<file path="src/rtl/issue_scoreboard.sv">
// In-order issue stage: holds one decoded instruction and tracks pending destination
// registers in a busy scoreboard, stalling decode on RAW/WAW hazards until writeback.
package issue_scoreboard_pkg;

    typedef struct packed {
        logic [4:0]  rs1_sel;
        logic [4:0]  rs2_sel;
        logic [4:0]  rd_sel;
        logic [31:0] imm32;
        logic [3:0]  alu_op;
    } rv32_instr_packet_t;

    typedef struct packed {
        logic        wb_en;
        logic [4:0]  wb_sel;
        logic [31:0] wb_data;
    } rv32_writeback_packet_t;

endpackage

module issue_scoreboard
    import issue_scoreboard_pkg::*;
#(
    parameter int STALL_CNT_W = 32
) (
    input  logic                   clk,
    input  logic                   resetn,
    input  logic                   instr_in_valid,
    output logic                   instr_in_ready,
    input  rv32_instr_packet_t     instruction_packet,
    input  rv32_writeback_packet_t writeback_packet,
    input  logic                   flush,
    output logic                   issue_valid,
    input  logic                   issue_ready,
    output rv32_instr_packet_t     issue_instr,
    output logic [31:0]            busy_vec,
    output logic [STALL_CNT_W-1:0] hazard_stall_count
);

    typedef enum logic {
        EMPTY = 1'b0,
        FULL  = 1'b1
    } stage_state_t;

    stage_state_t           state_q;
    stage_state_t           state_d;
    logic [31:0]            busy_q;
    logic [31:0]            busy_d;
    rv32_instr_packet_t     held_q;
    logic [STALL_CNT_W-1:0] stall_q;

    logic hazard;
    logic space;
    logic accept;
    logic handshake;
    logic stall;
    logic wb_clear;
    logic flush_clear;

    // Register file data rides on the same bus but only the select/enable matter here.
    logic unused_wb_data;
    assign unused_wb_data = ^writeback_packet.wb_data;

    assign issue_valid        = (state_q == FULL);
    assign issue_instr        = held_q;
    assign busy_vec           = busy_q;
    assign hazard_stall_count = stall_q;

    // Hazards look only at the registered scoreboard, so there is no writeback bypass.
    assign hazard = busy_q[instruction_packet.rs1_sel]
                  | busy_q[instruction_packet.rs2_sel]
                  | busy_q[instruction_packet.rd_sel];

    assign space          = !issue_valid || issue_ready;
    assign instr_in_ready = space && !hazard && !flush;
    assign accept         = instr_in_valid && instr_in_ready;
    assign handshake      = issue_valid && issue_ready;
    assign stall          = instr_in_valid && space && hazard && !flush;

    assign wb_clear    = writeback_packet.wb_en && (writeback_packet.wb_sel != 5'd0);
    assign flush_clear = flush && issue_valid && (held_q.rd_sel != 5'd0);

    always_comb begin
        state_d = state_q;
        if (flush) begin
            state_d = EMPTY;
        end else if (accept) begin
            state_d = FULL;
        end else if (handshake) begin
            state_d = EMPTY;
        end
    end

    // Clears are applied first so a same-edge accept on the same register wins.
    always_comb begin
        busy_d = busy_q;
        if (wb_clear) begin
            busy_d[writeback_packet.wb_sel] = 1'b0;
        end
        if (flush_clear) begin
            busy_d[held_q.rd_sel] = 1'b0;
        end
        if (accept && (instruction_packet.rd_sel != 5'd0)) begin
            busy_d[instruction_packet.rd_sel] = 1'b1;
        end
        busy_d[0] = 1'b0;
    end

    always_ff @(posedge clk or negedge resetn) begin
        if (!resetn) begin
            state_q <= EMPTY;
            busy_q  <= '0;
            held_q  <= '0;
        end else begin
            state_q <= state_d;
            busy_q  <= busy_d;
            if (accept) begin
                held_q <= instruction_packet;
            end
        end
    end

    always_ff @(posedge clk or negedge resetn) begin
        if (!resetn) begin
            stall_q <= '0;
        end else if (stall && (stall_q != {STALL_CNT_W{1'b1}})) begin
            stall_q <= stall_q + STALL_CNT_W'(1);
        end
    end

endmodule

</file>
<file path="config.mk">
export PLATFORM = sky130hd
export DESIGN_NAME = issue_scoreboard
export DESIGN_NICKNAME = d
export VERILOG_FILES = /design/src/rtl/issue_scoreboard.sv
export SDC_FILE = /design/constraint.sdc
export NUM_CORES = 1
export LEC_CHECK = 0
export CAP_MARGIN = 40
export CELL_PAD_IN_SITES_DETAIL_PLACEMENT = 0
export CELL_PAD_IN_SITES_GLOBAL_PLACEMENT = 1
export CORE_MARGIN = 4
export CORE_UTILIZATION = 35
export DETAILED_ROUTE_END_ITERATION = 10
export PLACE_DENSITY_LB_ADDON = 0.25
export SLEW_MARGIN = 20
export SYNTH_ARGS = -nofsm -noshare
export SYNTH_HDL_FRONTEND = slang
export SYNTH_SLANG_ARGS = --single-unit
</file>
<file path="constraint.sdc">
create_clock -name clk -period 7.06 [get_ports clk]
set_clock_uncertainty 0.1 [all_clocks]
set_input_delay 2.118 -clock clk [delete_from_list [all_inputs] [get_ports clk]]
set_output_delay 2.118 -clock clk [all_outputs]
set_load 0.03 [all_outputs]
</file>
==> reports/summary.md <==
The flow ran to the end, and the final reports show no timing, DRC or antenna violations. For the finished layout, the period the worst path requires is 6.90 ns. The library cells used most frequently in the layout, excluding fill and tap cells, are sky130_fd_sc_hd__clkdlybuf4s50_1 (175), sky130_fd_sc_hd__dfrtp_1 (115), sky130_fd_sc_hd__mux2_2 (53).

Among cell families on the critical path, the largest total delay comes from buffers and inverters. Sum of buffers and inverters on the critical path: 2. The total of warnings raised by yosys was 0; the post-CTS setup-driven buffer insertion count was 0. The remaining global-route overflow came out at 0.

The count of hold-fix buffers inserted at cts came out at 0. Clock latency on the worst-skew pair, taken at its later pin, is 0.41 ns. For the via count of the first global-routing pass, the log shows 5406. The startpoint-to-endpoint class of the critical path was input pin to output pin. The tools report the area used by multi-input combinational logic as 2930 um2.

The floorplan step set the die width to 139 um. In this run the clock root is driven by a sky130_fd_sc_hd__clkbuf_16. The largest single stage delay on the critical path is 0.82 ns. Count of final max-slew check failures: 0. The area growth from synthesis to layout is 45.0%. The run gives 815 as the final net count. The tools report the flip-flop and latch area as 2880 um2.

The full die area came out at 19200 um2. The number of antenna violations at the first check in global routing is 0, and the final critical-path share of the clock period is 0.977. Met3 track demand over resource in global routing: 0.0572. The flop and latch count out of synthesis is 115. The total routed wirelength is 18.9 mm, and the slew at the pin with the worst max-slew slack is 0.787 ns. IR analysis of the VDD net gives a maximum drop of 0.239 mV.

The mean instance size in the synthesized netlist is 11.2 um2, and the CTS buffer count is 17. The element type at the critical path start is an input pin. The clock passes through at most 2 buffers. Fill cells in the final layout number 1493.

The commonest register cell after synthesis is sky130_fd_sc_hd__dfrtp_1. The global routing usage on met2 came out at 0.313. Endpoint required time on the critical path: 4.84 ns.

The number of endpoints with negative hold slack in the final report is 0, and the site row count is 47. The die outline height came out at 139 um. Port buffering added 177 buffers.

The type of the most critical hold path was flip-flop to flip-flop. The share of cells above drive strength 1 is 0.176, and the number of levels the H-tree was split into is 4. Tightest slew margin relative to the limit: 0.473.

The commonest non-fill, non-tap cell in the layout was sky130_fd_sc_hd__clkdlybuf4s50_1. The HPWL after detailed placement is 14.1 mm. In the final timing run, aggregate negative setup slack is 0 ns.

The power density over the cells is 341 nW/um2, and the number of detailed-routing iterations run before antenna repair is 5. Synthesis produced a netlist with a net count of 631. The global-route usage over all layers was 0.195. The number of gates resized after CTS was 0. The wire length of the first global-routing pass was 30.1 mm. The final weighted congestion in routability-driven placement was 0.885; the average wire length per cell after detail routing was 19.8 um. 0 antenna diodes ended up in the layout. The number of max-cap violations is 0.

For this design, the slowest cell found on the critical path is sky130_fd_sc_hd__clkdlybuf4s50_1. The post-layout total power is 2.96 mW, and the via count is 5262. The run gives 536 as the cell count after synthesis. The static leakage came out at 3.63 nW. The run gives 0 as the remaining routing DRC violations. The share of synthesized flip-flops with an asynchronous set or reset works out to 1.00. Setup violations remaining at the end of the flow were counted as 0.

The detailed router finished its first iteration with 308 violations. The run gives 0.257 as the met1 usage. The number of different library cells used by synthesis comes to 55. The clock transition at the registers of the reported paths came out at 0.06 ns. The total area inside the core boundary comes to 16600 um2. STA classifies the critical path endpoint as an output pin. The post-detailed-route via-to-cell ratio is 5.52.

The run gives 211 as the number of top-level pins. The highest net fanout along the worst path works out to 9. Setup repair after global routing left no endpoint under its margin. For the worst setup path, the data arrival time is 4.68 ns.

The fraction of the yosys area taken by sequential cells was 0.481. The layer with the highest usage was met2. Entering global routing, the biggest net connects 49 pins.

Walking the worst path, the cells encountered are clkdlybuf4s50_1, mux4_2, mux2i_1, nor3b_1, a221oi_1, and3_1, and2_1, buf_4. TritonCTS built the clock tree. In this run the cell area of the synthesized design comes to 5980 um2. The remaining antenna violation count after routing was 0; the initial core utilization was 0.359. The synthesized design contains 0 enable-type register cells. The clock net in this run drives a total of 115 sinks.

Timing would allow up to 0.145 GHz.
per-layer routing:
layer / wire (um) / up-vias
li1: - / 2383
met1: 7990 / 2598
met2: 8890 / 263
met3: 1730 / 18
met4: 236 / 0
met5: 0 / -
flip-flops by register name (all words and copies together), names as in the netlist:
signal,flops
hazard_stall_count,32
issue_valid,1
busy_vec,31
issue_instr,51
per-stage QoR:
step	cell area (um2)	worst slack, ns	util	hold WS, ns	instances
after floorplan	5980	0.543	-	0.550	536
after detailed placement	8020	0.146	0.482	0.377	920
final	8660	0.159	0.521	0.386	953
after CTS	8650	0.125	0.520	0.389	952
after global placement	8000	0.134	0.480	0.365	919
after global routing	8660	0.0114	0.521	0.415	953
final timing paths:
check | start | to | slack, ns | cells past startpoint
min in group asynchronous | resetn | busy_vec[22] | 1.54 | 1
hold reg to reg | hazard_stall_count[18] | hazard_stall_count[18] | 0.39 | 1
setup reg to reg | busy_vec[7] | busy_vec[7] | 3.78 | 8
hold / removal | hazard_stall_count[18] | hazard_stall_count[18] | 0.39 | 1
setup / recovery | instruction_packet[42] | instr_in_ready | 0.16 | 8
max in group asynchronous | resetn | busy_vec[4] | 4.07 | 3
cell usage after synthesis (3+ instances only):
| cell type | instances | share of area |
|---|---|---|
| sky130_fd_sc_hd__dfrtp_1 | 115 | 0.48 |
| sky130_fd_sc_hd__mux2_2 | 53 | 0.10 |
| sky130_fd_sc_hd__nand2_1 | 46 | 0.029 |
| sky130_fd_sc_hd__xor2_1 | 31 | 0.045 |
| sky130_fd_sc_hd__o21ai_0 | 22 | 0.018 |
| sky130_fd_sc_hd__nand3_1 | 21 | 0.018 |
| sky130_fd_sc_hd__nor2_1 | 21 | 0.013 |
| sky130_fd_sc_hd__o221ai_1 | 21 | 0.031 |
| sky130_fd_sc_hd__mux2i_1 | 15 | 0.025 |
| sky130_fd_sc_hd__nor3_1 | 15 | 0.013 |
| sky130_fd_sc_hd__o21ai_1 | 15 | 0.013 |
| sky130_fd_sc_hd__clkbuf_1 | 14 | 0.0088 |
| sky130_fd_sc_hd__buf_2 | 13 | 0.011 |
| sky130_fd_sc_hd__mux4_2 | 13 | 0.049 |
| sky130_fd_sc_hd__nand4_1 | 10 | 0.010 |
| sky130_fd_sc_hd__inv_1 | 9 | 0.0057 |
| sky130_fd_sc_hd__nor2b_1 | 8 | 0.0084 |
| sky130_fd_sc_hd__and3_1 | 7 | 0.0073 |
| sky130_fd_sc_hd__a22oi_1 | 6 | 0.0075 |
| sky130_fd_sc_hd__nor4_1 | 6 | 0.0063 |
| sky130_fd_sc_hd__nand2b_1 | 5 | 0.0052 |
| sky130_fd_sc_hd__nor4b_1 | 5 | 0.0073 |
| sky130_fd_sc_hd__o211ai_1 | 5 | 0.0063 |
| sky130_fd_sc_hd__nand3b_1 | 4 | 0.0050 |
| sky130_fd_sc_hd__nor3b_1 | 4 | 0.0050 |
| sky130_fd_sc_hd__or2_2 | 4 | 0.0042 |
| sky130_fd_sc_hd__or3_1 | 4 | 0.0042 |
| sky130_fd_sc_hd__and2_1 | 3 | 0.0031 |
| sky130_fd_sc_hd__and4_1 | 3 | 0.0044 |
| sky130_fd_sc_hd__o22ai_1 | 3 | 0.0031 |
| sky130_fd_sc_hd__or3b_2 | 3 | 0.0044 |
power by group:
part / internal (mW) / leakage [nW] / switching, mW / total, mW
logic: 0.476 / 1.85 / 0.587 / 1.06
clock network: 0.593 / 0.304 / 0.323 / 0.916
registers: 0.818 / 1.47 / 0.159 / 0.977
cell families after synthesis:
logic type | Yosys count | synth area share
muxes | 81 | 0.174
adders and majority gates | 1 | 0.00209
buffers and inverters | 39 | 0.0297
DFF | 115 | 0.481
AOI/OAI and AO/OA | 90 | 0.105
and+or+nand+nor | 178 | 0.162
xor gates and xnor gates | 31 | 0.0454
other | 1 | 0.000627
final cells by class:
class | instances | area share
sequential | 115 | 0.332
clock inverter | 15 | 0.0238
inverter | 9 | 0.00390
clock buffer | 17 | 0.0491
tap | 220 | 0.0318
multi-input combinational | 382 | 0.339
timing repair buffer | 195 | 0.221
Note: power is estimated with default switching activity, not from simulation.
